[src/rtl/whack_io_responder.sv]
// Memory-mapped I/O responder for the Whack-A-Mole game peripherals.
// It answers processor loads and stores in an 8-word window on the dmem bus.
// The window holds button capture, mole mask, score, countdown timer and LFSR.
module whack_io_responder #(
    parameter logic [11:0] IO_BASE   = 12'hF00,
    parameter int unsigned NUM_BTN   = 9,
    parameter int unsigned TICK_DIV  = 50000,
    parameter logic [15:0] LFSR_SEED = 16'hACE1
) (
    input  logic               clock,
    input  logic               reset,
    input  logic [11:0]        address_dmem,
    input  logic [31:0]        d_dmem,
    input  logic               wren,
    input  logic [NUM_BTN-1:0] buttons,
    output logic [31:0]        io_q,
    output logic               io_hit,
    output logic [NUM_BTN-1:0] moles,
    output logic [15:0]        score,
    output logic               timer_expired
);

    localparam int unsigned PRE_W   = 20;
    localparam int unsigned TIMER_W = 20;

    localparam logic [2:0]  REG_EVT    = 3'd0;
    localparam logic [2:0]  REG_LVL    = 3'd1;
    localparam logic [2:0]  REG_MOLES  = 3'd2;
    localparam logic [2:0]  REG_SCORE  = 3'd3;
    localparam logic [2:0]  REG_TIMER  = 3'd4;
    localparam logic [2:0]  REG_STATUS = 3'd5;
    localparam logic [2:0]  REG_RAND   = 3'd6;

    localparam logic [15:0] LFSR_MASK  = 16'hB400;

    // State registers
    logic [NUM_BTN-1:0] sync1_q, sync2_q, prev_q;
    logic [NUM_BTN-1:0] evt_q, evt_d;
    logic [NUM_BTN-1:0] moles_q, moles_d;
    logic [15:0]        score_q, score_d;
    logic [TIMER_W-1:0] timer_q, timer_d;
    logic               expired_q, expired_d;
    logic [PRE_W-1:0]   pre_q, pre_d;
    logic [15:0]        lfsr_q, lfsr_d;
    logic [31:0]        rdata_q, rdata_d;
    logic               hit_q, hit_d;

    // Decode and helper signals
    logic               in_win_c;
    logic [2:0]         idx_c;
    logic               rd_c;
    logic               wr_c;
    logic [NUM_BTN-1:0] edge_c;
    logic               tick_c;
    logic               load_timer_c;
    logic               expire_c;
    logic [31:0]        sel_c;
    logic               unused_d_c;

    // Store data bits above the widest register are never used.
    assign unused_d_c = ^d_dmem[31:TIMER_W];

    // Address decode, button edge detect and prescaler wrap.
    always_comb begin
        in_win_c     = (address_dmem[11:3] == IO_BASE[11:3]);
        idx_c        = address_dmem[2:0];
        rd_c         = in_win_c & ~wren;
        wr_c         = in_win_c & wren;
        edge_c       = sync2_q & ~prev_q;
        tick_c       = (pre_q == PRE_W'(TICK_DIV - 1));
        load_timer_c = wr_c && (idx_c == REG_TIMER);
        expire_c     = tick_c && !load_timer_c && (timer_q == TIMER_W'(1));
    end

    // Read-data selection from the current register values.
    always_comb begin
        sel_c = 32'h0;
        case (idx_c)
            REG_EVT:    sel_c = 32'(evt_q);
            REG_LVL:    sel_c = 32'(sync2_q);
            REG_MOLES:  sel_c = 32'(moles_q);
            REG_SCORE:  sel_c = 32'(score_q);
            REG_TIMER:  sel_c = 32'(timer_q);
            REG_STATUS: sel_c = {30'h0, (timer_q != '0), expired_q};
            REG_RAND:   sel_c = 32'(lfsr_q);
            default:    sel_c = 32'h0;
        endcase
    end

    // Next-state logic for every register in the block.
    always_comb begin
        evt_d     = evt_q | edge_c;
        moles_d   = moles_q;
        score_d   = score_q;
        timer_d   = timer_q;
        expired_d = expired_q;
        pre_d     = pre_q + PRE_W'(1);
        lfsr_d    = {1'b0, lfsr_q[15:1]} ^ (lfsr_q[0] ? LFSR_MASK : 16'h0);
        rdata_d   = 32'h0;
        hit_d     = rd_c;

        // A read of the event register clears it, but a fresh edge still lands.
        if (rd_c && (idx_c == REG_EVT)) begin
            evt_d = edge_c;
        end

        if (rd_c) begin
            rdata_d = sel_c;
        end

        if (wr_c && (idx_c == REG_MOLES)) begin
            moles_d = d_dmem[NUM_BTN-1:0];
        end

        if (wr_c && (idx_c == REG_SCORE)) begin
            score_d = d_dmem[15:0];
        end

        // A load beats a coincident tick; otherwise count down to zero and stop.
        if (load_timer_c) begin
            timer_d = d_dmem[TIMER_W-1:0];
        end else if (tick_c && (timer_q != '0)) begin
            timer_d = timer_q - TIMER_W'(1);
        end

        // Expiry on the same edge as a W1C clear keeps the flag set.
        if (expire_c) begin
            expired_d = 1'b1;
        end else if (wr_c && (idx_c == REG_STATUS) && d_dmem[0]) begin
            expired_d = 1'b0;
        end

        if (tick_c) begin
            pre_d = '0;
        end
    end

    // Two-flop button synchronizer plus previous-level register for edge detect.
    always_ff @(posedge clock or posedge reset) begin
        if (reset) begin
            sync1_q <= '0;
            sync2_q <= '0;
            prev_q  <= '0;
        end else begin
            sync1_q <= buttons;
            sync2_q <= sync1_q;
            prev_q  <= sync2_q;
        end
    end

    // Peripheral registers, prescaler, LFSR and registered read port.
    always_ff @(posedge clock or posedge reset) begin
        if (reset) begin
            evt_q     <= '0;
            moles_q   <= '0;
            score_q   <= '0;
            timer_q   <= '0;
            expired_q <= 1'b0;
            pre_q     <= '0;
            lfsr_q    <= LFSR_SEED;
            rdata_q   <= 32'h0;
            hit_q     <= 1'b0;
        end else begin
            evt_q     <= evt_d;
            moles_q   <= moles_d;
            score_q   <= score_d;
            timer_q   <= timer_d;
            expired_q <= expired_d;
            pre_q     <= pre_d;
            lfsr_q    <= lfsr_d;
            rdata_q   <= rdata_d;
            hit_q     <= hit_d;
        end
    end

    assign io_q          = rdata_q;
    assign io_hit        = hit_q;
    assign moles         = moles_q;
    assign score         = score_q;
    assign timer_expired = expired_q;

endmodule

[config.mk]
export PLATFORM = sky130hd
export DESIGN_NAME = whack_io_responder
export DESIGN_NICKNAME = d
export VERILOG_FILES = /design/src/rtl/whack_io_responder.sv
export SDC_FILE = /design/constraint.sdc
export NUM_CORES = 1
export LEC_CHECK = 0
export CAP_MARGIN = 20
export CELL_PAD_IN_SITES_DETAIL_PLACEMENT = 1
export CELL_PAD_IN_SITES_GLOBAL_PLACEMENT = 1
export CORE_ASPECT_RATIO = 0.75
export CORE_MARGIN = 3
export CORE_UTILIZATION = 50
export DETAILED_ROUTE_END_ITERATION = 7
export DONT_BUFFER_PORTS = 1
export PLACE_DENSITY_LB_ADDON = 0.1
export SLEW_MARGIN = 20
export SYNTH_ARGS = -nofsm -noshare
export SYNTH_HDL_FRONTEND = slang
export SYNTH_SLANG_ARGS = --single-unit
[constraint.sdc]
create_clock -name clock -period 5.15 [get_ports clock]
set_clock_uncertainty 0.15 [all_clocks]
set_input_delay 0 -clock clock [delete_from_list [all_inputs] [get_ports clock]]
set_output_delay 0 -clock clock [all_outputs]
set_load 0.05 [all_outputs]
# Word-level counts from Yosys, hierarchy flattened
# Cells that the tools add are included.
[word_totals]
reg_bits = 151
out_inout_bits = 59
wordCells = 53
[op_classes]
n_addsub = 2
eq_ne = 9
n_mux = 9
bitwise_logic = 7
reduce_logical = 14
[ops]
columns = ["operator", "n"]
rows = [
  ["$pmux 20 s7", 1],
  ["$mux 20", 4],
  ["$add 20x1->20 const B", 1],
  ["$eq 20x1->1 const B", 1],
  ["$eq 20x16->1 const B", 1],
  ["$reduce_bool 20->1", 1],
  ["$sub 20x1->20 const B", 1],
  ["$mux 16", 1],
  ["$xor 15x16->16", 1],
  ["$and 9x9->9", 1],
  ["$eq 3x3->1 const B", 3],
  ["$eq 9x9->1 const B", 1],
  ["$logic_and 1x1->1", 9],
  ["$mux 9", 1],
  ["$not 9->9", 1],
  ["$or 9x9->9", 1],
  ["$eq 3x2->1 const B", 2],
  ["$reduce_bool 2->1", 2],
  ["$eq 3x1->1 const B", 1],
  ["$logic_not 3->1", 1],
  ["$and 1x1->1", 2],
  ["$mux 1", 2],
  ["$logic_not 1->1", 1],
  ["$not 1->1", 1],
]

# Longest topological paths before layout
# Gate-level depths: netlist (run 1).
[depth]
word_depth = 7
mapped_depth = 8
mapped_depth_nobuf = 7

# Least setup slack after synthesis (run 1)
# Ideal clock, no wire load.
[synth_path]
path_kind = "register -> register"
from = "register timer_q[10]"
to = "register timer_q[12]"
setup_ns = 0.066
arrival_time_ns = 2.058
required_ns = 4.934
slack_ns = 2.876
path_stages_with_launch = 9
n_path_buf = 2
cell_sequence = "dfrtp_1 or4_1 buf_2 nor3_4 nand4_4 and3_1 buf_6 mux2_4 nand3_2"
[synth_via]
elab_chain_cells = 3
[synth_lines]
columns = ["element", "line_no", "source"]
rows = [
  ["start: declaration", "41", "logic [TIMER_W-1:0] timer_q, timer_d;"],
  ["start signal: assignment", "167", "timer_q <= timer_d;"],
  ["$sub 20x1->20 or $reduce_bool 20->1 (tied branches)", "123, 122", ""],
  ["$mux 20 or $logic_and 1x1->1 (tied branches)", "122", "end else if (tick_c && (timer_q != '0)) begin"],
  ["$mux 20 or $reduce_bool 2->1 (tied branches)", "n/a", ""],
]
# Parallel ways exist; a longest one is shown, timed or not. The select of a mux whose other input is x is not followed.
# A chain may end at the register's enable or synchronous reset.

# Final worst setup path (run 1)
[layout_path]
from = "input address_dmem[7]"
to = "register moles_q[6] (netlist: moles[6])"
[layout_via]
elab_chain_cells = 3
[layout_lines]
columns = ["element", "line_no", "source"]
rows = [
  ["start: declaration", "12", "input logic [11:0] address_dmem,"],
  ["$eq 9x9->1", "65", "in_win_c = (address_dmem[11:3] == IO_BASE[11:3]);"],
  ["$and 1x1->1", "68", "wr_c = in_win_c & wren;"],
  ["$logic_and 1x1->1", "111", "if (wr_c && (idx_c == REG_MOLES)) begin"],
  ["end signal: assignment", "165", "moles_q <= moles_d;"],
  ["end: declaration", "39", "logic [NUM_BTN-1:0] moles_q, moles_d;"],
]
# No other way between the ends.

==> impl_metrics.json, run 1 <==
{
  "finalNetCount": 635,
  "synth-edff-count": 0,
  "ys_seq_area_share_pct": 58.4,
  "finalSetupTns_ps": 0,
  "gr-total-overflow": 0,
  "synth_common_cells": "dfrtp_1, nor2_1, a21oi_1",
  "vias_per_cell": 5.70,
  "drive_gt1_share_pct": 15.0,
  "dp_cells": 658,
  "grt_max_degree": 84,
  "dr_wl_met2_mm": 8.41,
  "max_freq_mhz": 258,
  "cp_max_fo": 7,
  "route.vias.total": 4245,
  "die_x_um": 132,
  "hold_viol": 0,
  "first_global_vias": 4668,
  "start_util_pct": 52.8,
  "worst_ir_drop_vdd_mv": 0.227,
  "slew_headroom_pct": 31.0,
  "yosys_warnings": 0,
  "fin_crit_ps": 3880,
  "cts_sinks": 139,
  "cts_tree": "yes",
  "drt-pass1-iter-count": 4,
  "synthToLayoutAreaGrowth_pct": 20.7,
  "status": "finished clean",
  "route.antenna.remaining_nets": 0,
  "dr.max_layer_used": "met4",
  "tightest_slew_ps": 1030,
  "drc": 0,
  "numCtsBuffers": 17,
  "met3_wirelength_um": 757,
  "clkTransAtPathRegs_ps": 60,
  "n_antenna_cell": 0,
  "clk_latency_ps": 420,
  "gp_congestion": 0.765,
  "ctsResizeCount": 0,
  "dieArea_sq_mm": 0.0133,
  "cts_hold_buffers": 54,
  "cp_data_required_time_ps": 5310,
  "hold_path.class": "primary input to register",
  "ctsHtreeMaxLevel": 4,
  "antenna_found_initial": 0,
  "synth_cell_types": 51,
  "clk_path_buf_depth": 2,
  "row_count": 33,
  "synth_seq_cells": 139,
  "arrival_ps": 4040,
  "synth.avg_cell_area_sq_um": 11.6,
  "synthArstFlopShare_pct": 100,
  "drt_iter0_markers": 195,
  "m1WireLength_mm": 6.73,
  "cap_violations": 0,
  "setup_viol": 0,
  "seqCellArea_sq_mm": 0.00349,
  "synthesis.area_sq_mm": 0.00598,
  "post-synth-top-area-fraction_pct": 54.8,
  "synth.most_common_cell": "dfrtp_1",
  "synthFlopType": "dfrtp_1",
  "multiInputGateArea_sq_mm": 0.00231,
  "power-per-cell-area_mw_per_mm2": 330,
  "post_drt_wl_per_cell_um": 21.6,
  "leakagePower_nw": 3.26,
  "hold_ws_ps": 16.9,
  "slew_viol_final": 0,
  "power_mw": 2.38,
  "port_buffers": 0,
  "fin_crit_sh_pct": 75.3,
  "fillers": 1166,
  "synthCells": 517,
  "yosys.area.top_type": "dfrtp_1",
  "start_kind": "primary input",
  "hpwlAfterDp_mm": 9.77,
  "coreArea_sq_mm": 0.0113,
  "grt_usage_pct": 25.3,
  "rsz0062_at_grt": "false",
  "root_buffer": "clkbuf_16",
  "io_pins": 115,
  "finalNonFillerCells": 745,
  "drt-total-wl_mm": 16.1,
  "post_cts_buffers": 0,
  "grt_pass1_wl_mm": 25.6,
  "path_class": "primary input to register",
  "critPathCaptureType": "register",
  "die_h_um": 101,
  "synth_area_leaders": "dfrtp_1, mux2_2, nor2_1"
}
worst paths after layout:
| path | start | end | slack (ps) | cells after the start |
|---|---|---|---|---|
| max in group asynchronous | reset | pre_q[0]$_DFF_PP0_ | 3490 | 4 |
| worst max register to register | timer_q[4]$_DFFE_PP0P_ | io_q[1]$_DFF_PP0_ | 2320 | 6 |
| worst max-delay path | address_dmem[7] | moles[6]$_DFFE_PP0P_ | 1270 | 9 |
| worst min register to register | sync1_q[6]$_DFF_PP0_ | sync2_q[6]$_DFF_PP0_ | 200 | 0 |
| min in group asynchronous | reset | io_q[7]$_DFF_PP0_ | 400 | 3 |
| worst min-delay path | address_dmem[1] | io_q[4]$_DFF_PP0_ | 20 | 5 |
layer usage:
metal  global-route usage (%)  vias to the layer above
li1                         -                     1897
met1                     31.8                     2220
met2                     44.4                      109
met3                     5.04                       19
met4                     8.47                        0
met5                        0                        -
placed cells by master, fill, tap and decap left out, drive strengths merged, types with 10 or more instances in the layout:
master	count
xnor2	14
mux2i	19
xor2	21
mux2	31
nor2	65
o21ai	16
dfrtp	131
nand4	17
conb	12
clkbuf	20
nor3	10
nand2	29
inv	16
nand3	16
dlygate4sd3	53
a21oi	31
through the flow:
step                      utilization (%)  worst slack (ps)  area [sq um]
final                                63.8              1270          7210
after global placement               53.9              2430          6090
after CTS                            63.6              1460          7200
after floorplan                         -              1290          6020
after global routing                 63.8              1230          7210
after detailed placement             53.9              2390          6090
area by class of cell:
cell class / count / share of cell area (%)
inverter: 16 / 0.902
multi-input combinational: 341 / 32.0
tap: 157 / 2.72
clock buffer: 20 / 6.19
sequential: 139 / 48.4
timing repair buffer: 60 / 8.48
clock inverter: 12 / 1.39
where the power goes:
part | switching, mW | leakage [nW] | internal [mW]
combinational | 0.0805 | 1.31 | 0.0473
clock | 0.466 | 0.265 | 0.671
sequential | 0.0103 | 1.69 | 1.11
cell families after synthesis:
logic type | after synthesis | share of synthesized area, %
multiplexers | 54 | 10.6
AND/OR/NAND/NOR | 175 | 15.2
other | 1 | 0.0627
flip-flops | 139 | 58.4
AO/OA/AOI/OAI | 61 | 5.82
buffers and inverters | 48 | 3.98
adder cells (fa/ha/maj) | 4 | 0.837
XOR/XNOR | 35 | 5.13
critical path, stage by stage:
cell           delay, ps
dlygate4sd3_1        550
nor3_1               520
dlygate4sd3_1        680
and3_1               210
nor4bb_2             280
dlygate4sd3_1        680
buf_4                230
mux2_2               340
dlygate4sd3_1        550
sequential cells by signal, indices dropped and copies added, names as in the netlist:
signal	flops
io_hit	1
timer_q	20
sync2_q	9
moles	9
evt_q	9
io_q	20
timer_expired	1
prev_q	9
lfsr_q	16
pre_q	20
sync1_q	9
score	16
Note: power is estimated with default switching activity, not from simulation.
==> run 2, diff against run 1 <==
CORE_UTILIZATION = 45   (was 50)
clock period = 3.4 ns   (was 5.15 ns; I/O delays follow)
==> impl_metrics.json, run 2 (synthesis gave the netlist of run 1 again) <==
{
  "finalNetCount": 641,
  "cts_sinks": 139,
  "crit_top_cell": "dlygate4sd3_1",
  "max_stage_delay_ps": 760,
  "coreArea_sq_mm": 0.0126,
  "gp_congestion": 0.821,
  "clk_path_buf_depth": 2,
  "antenna_found_initial": 0,
  "final_common_cell": "dfrtp_1",
  "drc": 0,
  "worst_ir_drop_vdd_mv": 0.355,
  "port_buffers": 0,
  "route.vias.total": 4245,
  "power-per-cell-area_mw_per_mm2": 526,
  "path_cells": "dlygate4sd3_1, nor3_2, and3_1, nor4bb_2, dlygate4sd3_1, buf_4, mux2_2, dlygate4sd3_1",
  "cts_tree": "yes",
  "cp_max_fo": 6,
  "vias_per_cell": 5.59,
  "start_kind": "primary input",
  "r2r_slack_ps": 540,
  "tightest_slew_ps": 1120,
  "fin_crit_sh_pct": 95.2,
  "r2r-start": "timer_q[5]$_DFFE_PP0P_",
  "critPathCaptureType": "register",
  "dieArea_sq_mm": 0.0147,
  "slew_viol_final": 0,
  "drt_iter0_markers": 238,
  "drive_gt1_share_pct": 15.8,
  "grt_pass1_wl_mm": 26.0,
  "row_count": 35,
  "start_util_pct": 47.4,
  "drt-pass1-iter-count": 4,
  "cap_violations": 0,
  "leakagePower_nw": 3.30,
  "hold_path.class": "primary input to register",
  "finalSetupTns_ps": 0,
  "gr-total-overflow": 0,
  "io_pins": 115,
  "critical_path_depth": 8,
  "cp_data_required_time_ps": 3560,
  "arrival_ps": 3390,
  "setup_viol": 0,
  "path_class": "primary input to register",
  "timing.rr.end": "io_q[1]$_DFF_PP0_",
  "hold_viol": 0,
  "drt-total-wl_mm": 16.0,
  "rsz0062_at_grt": "false",
  "layout_common_cells": "dfrtp_1, nor2_1, dlygate4sd3_1, a21oi_1, mux2_2",
  "numCtsBuffers": 17,
  "ff2ff_path_depth": 6,
  "post_drt_wl_per_cell_um": 21.0,
  "post_cts_buffers": 0,
  "power_mw": 3.87,
  "crit_family": "buffers and inverters",
  "die_x_um": 139,
  "die_h_um": 106,
  "crit_slowest_cell": "dlygate4sd3_1",
  "first_global_vias": 4709,
  "synthToLayoutAreaGrowth_pct": 23.2,
  "critPathLaunch": "address_dmem[4]",
  "ctsHtreeMaxLevel": 4,
  "clkTransAtPathRegs_ps": 60,
  "route.antenna.remaining_nets": 0,
  "grt_max_degree": 84,
  "crit_end": "moles[5]$_DFFE_PP0P_",
  "grt_usage_pct": 22.8,
  "hold_ws_ps": 17.7,
  "root_buffer": "clkbuf_16",
  "clk_latency_ps": 420,
  "status": "finished clean",
  "n_antenna_cell": 0,
  "max_freq_mhz": 309,
  "fillers": 1307,
  "critPathBufInv": 4,
  "slew_headroom_pct": 25.2,
  "fin_crit_ps": 3240,
  "hpwlAfterDp_mm": 10.0
}
run 2: layout make-up:
cell class | instances | area, sq um | share of cell area [%]
Tap cell | 166 | 208 | 2.82
Timing Repair Buffer | 66 | 661 | 8.97
Clock buffer | 19 | 443 | 6.01
Inverter | 16 | 63.8 | 0.866
Sequential cell | 139 | 3490 | 47.4
Multi-Input combinational cell | 341 | 2310 | 31.4
Clock inverter | 13 | 191 | 2.60
run 2: report_power, final:
part	switching (mW)	internal [mW]	total, mW
sequential	0.0150	1.67	1.69
clock	0.735	1.25	1.99
combinational	0.121	0.0738	0.195
total	0.872	3.00	3.87
run 2: worst min-delay path by stage:
| stage | start | to | slack (ps) | cells past startpoint |
|---|---|---|---|---|
| 2_1_floorplan | buttons[0] | sync1_q[0]$_DFF_PP0_ | -120 | 0 |
| 3_3_place_gp | reset | sync2_q[3]$_DFF_PP0_ | -360 | 1 |
| 3_5_place_dp | reset | sync1_q[3]$_DFF_PP0_ | -360 | 1 |
| 4_1_cts | address_dmem[8] | timer_expired$_DFFE_PP0P_ | 20 | 6 |
| 5_1_grt | address_dmem[8] | timer_expired$_DFFE_PP0P_ | 50 | 6 |
| 6_report | address_dmem[8] | timer_expired$_DFFE_PP0P_ | 20 | 6 |
run 2: stage by stage:
stage | instances | instance area, sq um | setup WS [ps] | utilization, %
2_1_floorplan | 528 | 6020 | 1130 | -
3_3_place_gp | 671 | 6140 | 814 | 48.7
3_5_place_dp | 671 | 6140 | 769 | 48.7
4_1_cts | 760 | 7350 | 62.2 | 58.3
5_1_grt | 760 | 7360 | 95.7 | 58.4
6_report | 760 | 7360 | 162 | 58.4
run 2: repair_timing:
item                                   4_1_cts  5_1_grt
setup endpoints to repair                    0        2
endpoints found under the hold margin      212        0
hold buffers                                57        0
gates resized for setup                      0        2
run 2: per-layer routing:
layer / routed length (um) / GRT usage [%] / up-vias / share of wire [%]
met5: 0 / 0 / - / 0
met4: 296 / 7.61 / 0 / 1.9
met3: 715 / 5.71 / 29 / 4.5
met2: 7890 / 37.1 / 111 / 49
met1: 7070 / 30.0 / 2200 / 44
li1: - / - / 1905 / -
run 2: worst register-to-register path: stages (launching register included):
cell	delay [ps]
dfrtp_1	420
or4_1	620
nor4_2	350
nand4_4	320
nand3_1	190
a21oi_1	100
dlygate4sd3_1	600
